### config.mk
export PLATFORM = sky130hd
export DESIGN_NAME = alu_seq_fsm
export DESIGN_NICKNAME = d
export VERILOG_FILES = /design/src/rtl/alu_seq_pkg.sv /design/src/rtl/alu_seq_fsm.sv
export SDC_FILE = /design/constraint.sdc
export NUM_CORES = 1
export LEC_CHECK = 0
export BUFFER_PORTS_ARGS = -buffer_cell sky130_fd_sc_hd__buf_2
export CORE_ASPECT_RATIO = 0.6
export CORE_MARGIN = 5
export CORE_UTILIZATION = 44
export DETAILED_ROUTE_END_ITERATION = 10
export GPL_TIMING_DRIVEN = 0
export HOLD_SLACK_MARGIN = 0.12
export PLACE_DENSITY = 0.71
export SYNTH_ARGS = -nofsm -noshare
export SYNTH_HDL_FRONTEND = slang
export SYNTH_SLANG_ARGS = --single-unit
### constraint.sdc
create_clock -name clock -period 2.5 [get_ports clock]
set_clock_uncertainty 0.15 [all_clocks]
set_input_delay 0.125 -clock clock [delete_from_list [all_inputs] [get_ports clock]]
set_output_delay 0.125 -clock clock [all_outputs]
set_load 0.005 [all_outputs]
### src/rtl/alu_seq_pkg.sv
// Shared types and default widths for the ALU instruction sequencer.
package alu_seq_pkg;

  localparam int unsigned DefAddrW = 6;
  localparam int unsigned DefOpW   = 4;
  localparam int unsigned DefDataW = 16;
  localparam int unsigned CntW     = 4;

  typedef enum logic [2:0] {
    StIdle,
    StLoadA,
    StLoadB,
    StExec,
    StWrite,
    StDone
  } state_e;

endpackage

### src/rtl/alu_seq_fsm.sv
// Sequences one ALU instruction per start pulse: load A, optional load B, execute,
// write back, done. All outputs are decoded from the state and captured fields.
module alu_seq_fsm
  import alu_seq_pkg::*;
#(
  parameter int unsigned ADDR_W      = DefAddrW,
  parameter int unsigned OP_W        = DefOpW,
  parameter int unsigned DATA_W      = DefDataW,
  parameter int unsigned EXEC_CYCLES = 1
) (
  input  logic              clock,
  input  logic              reset,
  input  logic              FSM_start,
  input  logic [ADDR_W-1:0] src_a,
  input  logic [ADDR_W-1:0] src_b,
  input  logic [ADDR_W-1:0] dst,
  input  logic [OP_W-1:0]   opcode,
  input  logic              use_imm,
  input  logic              unary,
  input  logic [DATA_W-1:0] imm,
  output logic              bus_register_out_en,
  output logic              bus_register_input_en,
  output logic [ADDR_W-1:0] register_addr,
  output logic              imm_bus_out_en,
  output logic [DATA_W-1:0] imm_data,
  output logic              latched_bus1_en,
  output logic              latched_bus2_en,
  output logic              alu_bus_out_en,
  output logic [OP_W-1:0]   alu_control,
  output logic              busy,
  output logic              done
);

  localparam logic [CntW-1:0] ExecLoad = CntW'(EXEC_CYCLES - 1);

  state_e            state_q, state_d;
  logic [CntW-1:0]   cnt_q, cnt_d;
  logic [ADDR_W-1:0] src_a_q, src_a_d;
  logic [ADDR_W-1:0] src_b_q, src_b_d;
  logic [ADDR_W-1:0] dst_q, dst_d;
  logic [OP_W-1:0]   opcode_q, opcode_d;
  logic              use_imm_q, use_imm_d;
  logic              unary_q, unary_d;
  logic [DATA_W-1:0] imm_q, imm_d;

  always_ff @(posedge clock or posedge reset) begin
    if (reset) begin
      state_q   <= StIdle;
      cnt_q     <= '0;
      src_a_q   <= '0;
      src_b_q   <= '0;
      dst_q     <= '0;
      opcode_q  <= '0;
      use_imm_q <= 1'b0;
      unary_q   <= 1'b0;
      imm_q     <= '0;
    end else begin
      state_q   <= state_d;
      cnt_q     <= cnt_d;
      src_a_q   <= src_a_d;
      src_b_q   <= src_b_d;
      dst_q     <= dst_d;
      opcode_q  <= opcode_d;
      use_imm_q <= use_imm_d;
      unary_q   <= unary_d;
      imm_q     <= imm_d;
    end
  end

  always_comb begin
    state_d   = state_q;
    cnt_d     = cnt_q;
    src_a_d   = src_a_q;
    src_b_d   = src_b_q;
    dst_d     = dst_q;
    opcode_d  = opcode_q;
    use_imm_d = use_imm_q;
    unary_d   = unary_q;
    imm_d     = imm_q;
    unique case (state_q)
      StIdle: begin
        // Starts are only honoured here, so a start during DONE is dropped.
        if (FSM_start) begin
          state_d   = StLoadA;
          src_a_d   = src_a;
          src_b_d   = src_b;
          dst_d     = dst;
          opcode_d  = opcode;
          use_imm_d = use_imm;
          unary_d   = unary;
          imm_d     = imm;
        end
      end
      StLoadA: begin
        if (unary_q) begin
          state_d = StExec;
          cnt_d   = ExecLoad;
        end else begin
          state_d = StLoadB;
        end
      end
      StLoadB: begin
        state_d = StExec;
        cnt_d   = ExecLoad;
      end
      StExec: begin
        if (cnt_q == '0) begin
          state_d = StWrite;
        end else begin
          cnt_d = cnt_q - 1'b1;
        end
      end
      StWrite: state_d = StDone;
      StDone:  state_d = StIdle;
      default: state_d = StIdle;
    endcase
  end

  always_comb begin
    bus_register_out_en   = 1'b0;
    bus_register_input_en = 1'b0;
    register_addr         = '0;
    imm_bus_out_en        = 1'b0;
    latched_bus1_en       = 1'b0;
    latched_bus2_en       = 1'b0;
    alu_bus_out_en        = 1'b0;
    alu_control           = '0;
    done                  = 1'b0;
    unique case (state_q)
      StLoadA: begin
        bus_register_out_en = 1'b1;
        register_addr       = src_a_q;
        latched_bus1_en     = 1'b1;
      end
      StLoadB: begin
        if (use_imm_q) begin
          imm_bus_out_en = 1'b1;
        end else begin
          bus_register_out_en = 1'b1;
          register_addr       = src_b_q;
        end
        latched_bus2_en = 1'b1;
      end
      StExec: alu_control = opcode_q;
      StWrite: begin
        alu_control           = opcode_q;
        alu_bus_out_en        = 1'b1;
        bus_register_input_en = 1'b1;
        register_addr         = dst_q;
      end
      StDone:  done = 1'b1;
      default: ;
    endcase
  end

  assign busy     = (state_q != StIdle);
  assign imm_data = imm_q;

endmodule
* Yosys cells after proc, flatten, opt, wreduce, memory -nomap -nowiden
Cells that the tools add are included.
Word-level totals: bits in registers 47, input bits 43, output and inout bits 34, logic and storage cells 45
Operators by class: add/subtract/negate cells 1, equal/unequal tests 9, muxes and demuxes 18, reductions and logical operators 8
Operators by type and width (count):
- $pmux W6 S3 | 1
- $pmux W3 S5 | 1
- $mux W4 | 3
- $pmux W4 S3 | 1
- $mux W1 | 8
- $ne A2 B2 Y1 const B | 4
- $eq A3 B2 Y1 const B | 2
- $eq A3 B3 Y1 const B | 2
- $mux W3 | 2
- $mux W6 | 1
- $reduce_bool A3 Y1 | 2
- $logic_not A4 Y1 | 1
- $reduce_and A2 Y1 | 2
- $sub A4 B1 Y4 const B | 1
- $eq A3 B1 Y1 const B | 1
- $logic_not A3 Y1 | 1
- $reduce_and A3 Y1 | 1
- $pmux W1 S2 | 1
- $reduce_or A2 Y1 | 1

* Longest topological paths before layout
word-level depth 3, gate-level depth with buffers 6, mapped depth without buffers 6

* Least setup slack after synthesis
No wires, ideal clock.
path kind reg-to-reg, start point register state_q[1], end point register dst_q[0], setup time 125 ps, arrival 1518 ps, data required time 2225 ps, setup slack 707 ps, cell stages (with the launch flop) 6, buffers on the path 2, period minus slack after synthesis 1793 ps, cells stage by stage dfrtp_1 buf_6 or3_4 nor2_8 buf_12 mux2_4
Between the ends: word-level cells in the longest chain between the ends 2
Ends and longest elaborated chain:
- start, declared | RTL line alu_seq_fsm.sv:36 | state_e state_q, state_d;
- start signal, assigned | RTL line alu_seq_fsm.sv:48 | state_q <= StIdle;
- start signal, assigned | RTL line alu_seq_fsm.sv:58 | state_q <= state_d;
- $logic_not A3 Y1 | RTL line alu_seq_fsm.sv:80 | unique case (state_q)
- $reduce_and A2 Y1 (no line)
- end signal, assigned | RTL line alu_seq_fsm.sv:62 | dst_q <= dst_d;
- end, declared | RTL line alu_seq_fsm.sv:40 | logic [ADDR_W-1:0] dst_q, dst_d;
No other way between the ends. A chain may end at the register's enable or synchronous reset.

* Worst setup path after layout
start point register state_q[2], end point output port register_addr[1]
Between the ends: word-level cells in the longest chain between the ends 2, elaborated cells between the ends (all ways) 4, those cells by class eq/ne (3); mux (1)
Ends and longest elaborated chain:
- $eq A3 B3 Y1 (tied with other cells) | RTL line alu_seq_fsm.sv:129 | unique case (state_q)
- $pmux W6 S3 * | RTL line alu_seq_fsm.sv:129
- end, declared | RTL line alu_seq_fsm.sv:23 | output logic [ADDR_W-1:0] register_addr,
Every way passes the cells marked *; elsewhere a longest branch is shown, timed or not.

==> impl_metrics.json <==
{
  "clk_latency_ps": 290,
  "design_area_mm2": 0.00330,
  "drc": 0,
  "dp_hpwl_mm": 3.49,
  "synth_cells": 155,
  "cts_tree": "done",
  "hold_viol": 0,
  "die_x_um": 103,
  "yosys.area.top_type_share_pct": 51.1,
  "end_kind": "output pin",
  "n_antenna_cell": 0,
  "grt_pass1_wl_mm": 8.74,
  "syn_area_mm2": 0.00230,
  "dr.pass1.iters": 4,
  "tightest_slew_ps": 624,
  "placed_area_mm2": 0.00278,
  "fin_ws_ps": 339,
  "die_area_mm2": 0.00682,
  "grt.total_usage_pct": 16.7,
  "p_leak_nw": 1.69,
  "die_y_um": 66.0,
  "synth_flop_cell": "dfrtp_1",
  "antenna_found_initial": 0,
  "vdd_drop_max_mv": 0.547,
  "ant_nets": 0,
  "io_pins": 77,
  "drt_iter0_markers": 62,
  "finalSetupTns_ps": 0,
  "worstPathRequired_ps": 2230,
  "final.period_utilization_pct": 86.5,
  "area_growth_syn_to_layout_pct": 43.5,
  "syn_avg_cell_area_um2": 14.8,
  "core_area_mm2": 0.00505,
  "h-tree-depth": 2,
  "grt_start_max_net_pins": 43,
  "core.rowCount": 20,
  "crit_type": "reg -> out",
  "cp_max_fo": 10,
  "timing.fmax_ghz": 0.463,
  "ys_top_cells_by_area": "dfrtp_1, mux2_4, buf_12",
  "ys_warn_count": 0,
  "start_util_pct": 45.5,
  "root_buffer": "clkbuf_8",
  "grt_overflow_total": 0,
  "setup_viol": 0,
  "io_buffers": 76,
  "arrival_ps": 1890,
  "ys_ff_latch": 47,
  "final_common_cell": "buf_2",
  "hold_ws_ps": 367,
  "maxSlewHeadroom_pct": 58.3,
  "drive_gt1_share_pct": 49.5,
  "clk_path_buf_depth": 2,
  "hp-class": "reg -> reg",
  "gp_congestion": 0.732,
  "critPathLaunchType": "flip-flop",
  "clock-sinks": 47,
  "final_cell_mix": "buf_2, dfrtp_1, dlygate4sd3_1, mux2_4, inv_1",
  "pre_cts_slack_ps": 628,
  "synth_edf_count": 0,
  "routed_wl_mm": 5.35,
  "status": "completed",
  "wire_per_inst_um": 15.3,
  "nets": 327,
  "maxCapViolCount": 0,
  "cts_resized": 0,
  "fin_crit_ps": 2160,
  "synth_fp_nets": 200,
  "cts.reportedPaths.clkPinSlew_ps": 90,
  "synthArstFlopShare_pct": 100,
  "grt_pass1_vias": 1776,
  "rsz0062_at_grt": "no",
  "total_power_mw": 3.48,
  "synth_seq_area_share_pct": 51.1,
  "cts_buffers": 5,
  "drv_slew": 0,
  "r2r_slack_ps": 610,
  "synth_cell_types": 35,
  "power_density_mw_per_mm2": 1050,
  "yosys.area.top_type": "dfrtp_1",
  "post_drt_via_cell_ratio": 4.73,
  "vias": 1651
}
-- cell usage after synthesis (2+ instances only) --
master	n
inv_1	11
mux2_4	40
nor3b_2	2
buf_4	2
buf_12	4
ha_1	2
mux2i_1	2
nand2_1	2
a21oi_1	2
and2_1	8
or2_2	2
nor2_1	4
a222oi_1	6
dfrtp_1	47
-- through the flow --
step	std cells	utilization, %
finish	349	65.3
floorplan	155	-
CTS	349	65.3
global route	349	65.3
global placement	297	54.7
detailed placement	298	55.1
-- registers in the layout, indices dropped and copies added (netlist names) --
| signal | count |
|---|---|
| unary_q | 1 |
| src_a_q | 6 |
| src_b_q | 6 |
| state_q | 3 |
| imm_data | 16 |
| cnt_q | 4 |
| opcode_q | 4 |
| dst_q | 6 |
| use_imm_q | 1 |
-- critical path, stage by stage, from the launching register on --
cell and delay [ps]:
dfrtp_1 420, clkbuf_1 210, nor3b_2 530, a222oi_1 230, inv_1 90, buf_2 110
-- power breakdown --
group	internal, mW	switching, mW
clock network	0.197	0.252
registers	1.12	0.215
logic	1.06	0.635
total	2.37	1.10
-- metal layers --
metal / part of all wire [%] / vias up / GRT usage [%]
li1: - / 794 / -
met1: 48 / 798 / 23.1
met2: 44 / 57 / 26.3
met3: 7.3 / 2 / 4.95
met4: 0.36 / 0 / 2.42
met5: 0 / - / 0
-- cell families after synthesis --
kind of cell | count (synthesis) | share of synthesized area [%]
flip-flops | 47 | 51.1
AND/OR/NAND/NOR | 29 | 8.81
multiplexers | 42 | 27.0
AO/OA/AOI/OAI | 14 | 4.84
buffers and inverters | 20 | 6.80
XOR/XNOR | 1 | 0.381
adder cells (fa/ha/maj) | 2 | 1.09
-- worst paths after layout --
check                                         from                      end  depth (start not counted)
min                        imm_data[9]$_DFFE_PP0P_  imm_data[9]$_DFFE_PP0P_                          1
max                         state_q[2]$_DFFE_PP0P_         register_addr[1]                          5
min reg2reg                imm_data[9]$_DFFE_PP0P_  imm_data[9]$_DFFE_PP0P_                          1
max in group asynchronous                    reset   src_b_q[3]$_DFFE_PP0P_                          5
min in group asynchronous                    reset  imm_data[2]$_DFFE_PP0P_                          4
max reg2reg                   cnt_q[0]$_DFFE_PP0P_     cnt_q[2]$_DFFE_PP0P_                          6
-- layout make-up --
| type | count | area (µm²) |
|---|---|---|
| buffer | 9 | 115 |
| inverter | 11 | 41.3 |
| tap | 66 | 82.6 |
| multi-input combinational | 88 | 968 |
| timing repair buffer | 120 | 831 |
| clock buffer | 5 | 68.8 |
| fill | 381 | 1750 |
| clock inverter | 3 | 18.8 |
| sequential | 47 | 1180 |
-- what timing repair did --
action	in CTS	in global routing
endpoints found under the setup margin	0	0
endpoints found under the hold margin	88	0
setup buffers	0	0
hold buffers	43	0
No activity file was read; power rests on OpenSTA's default activity.
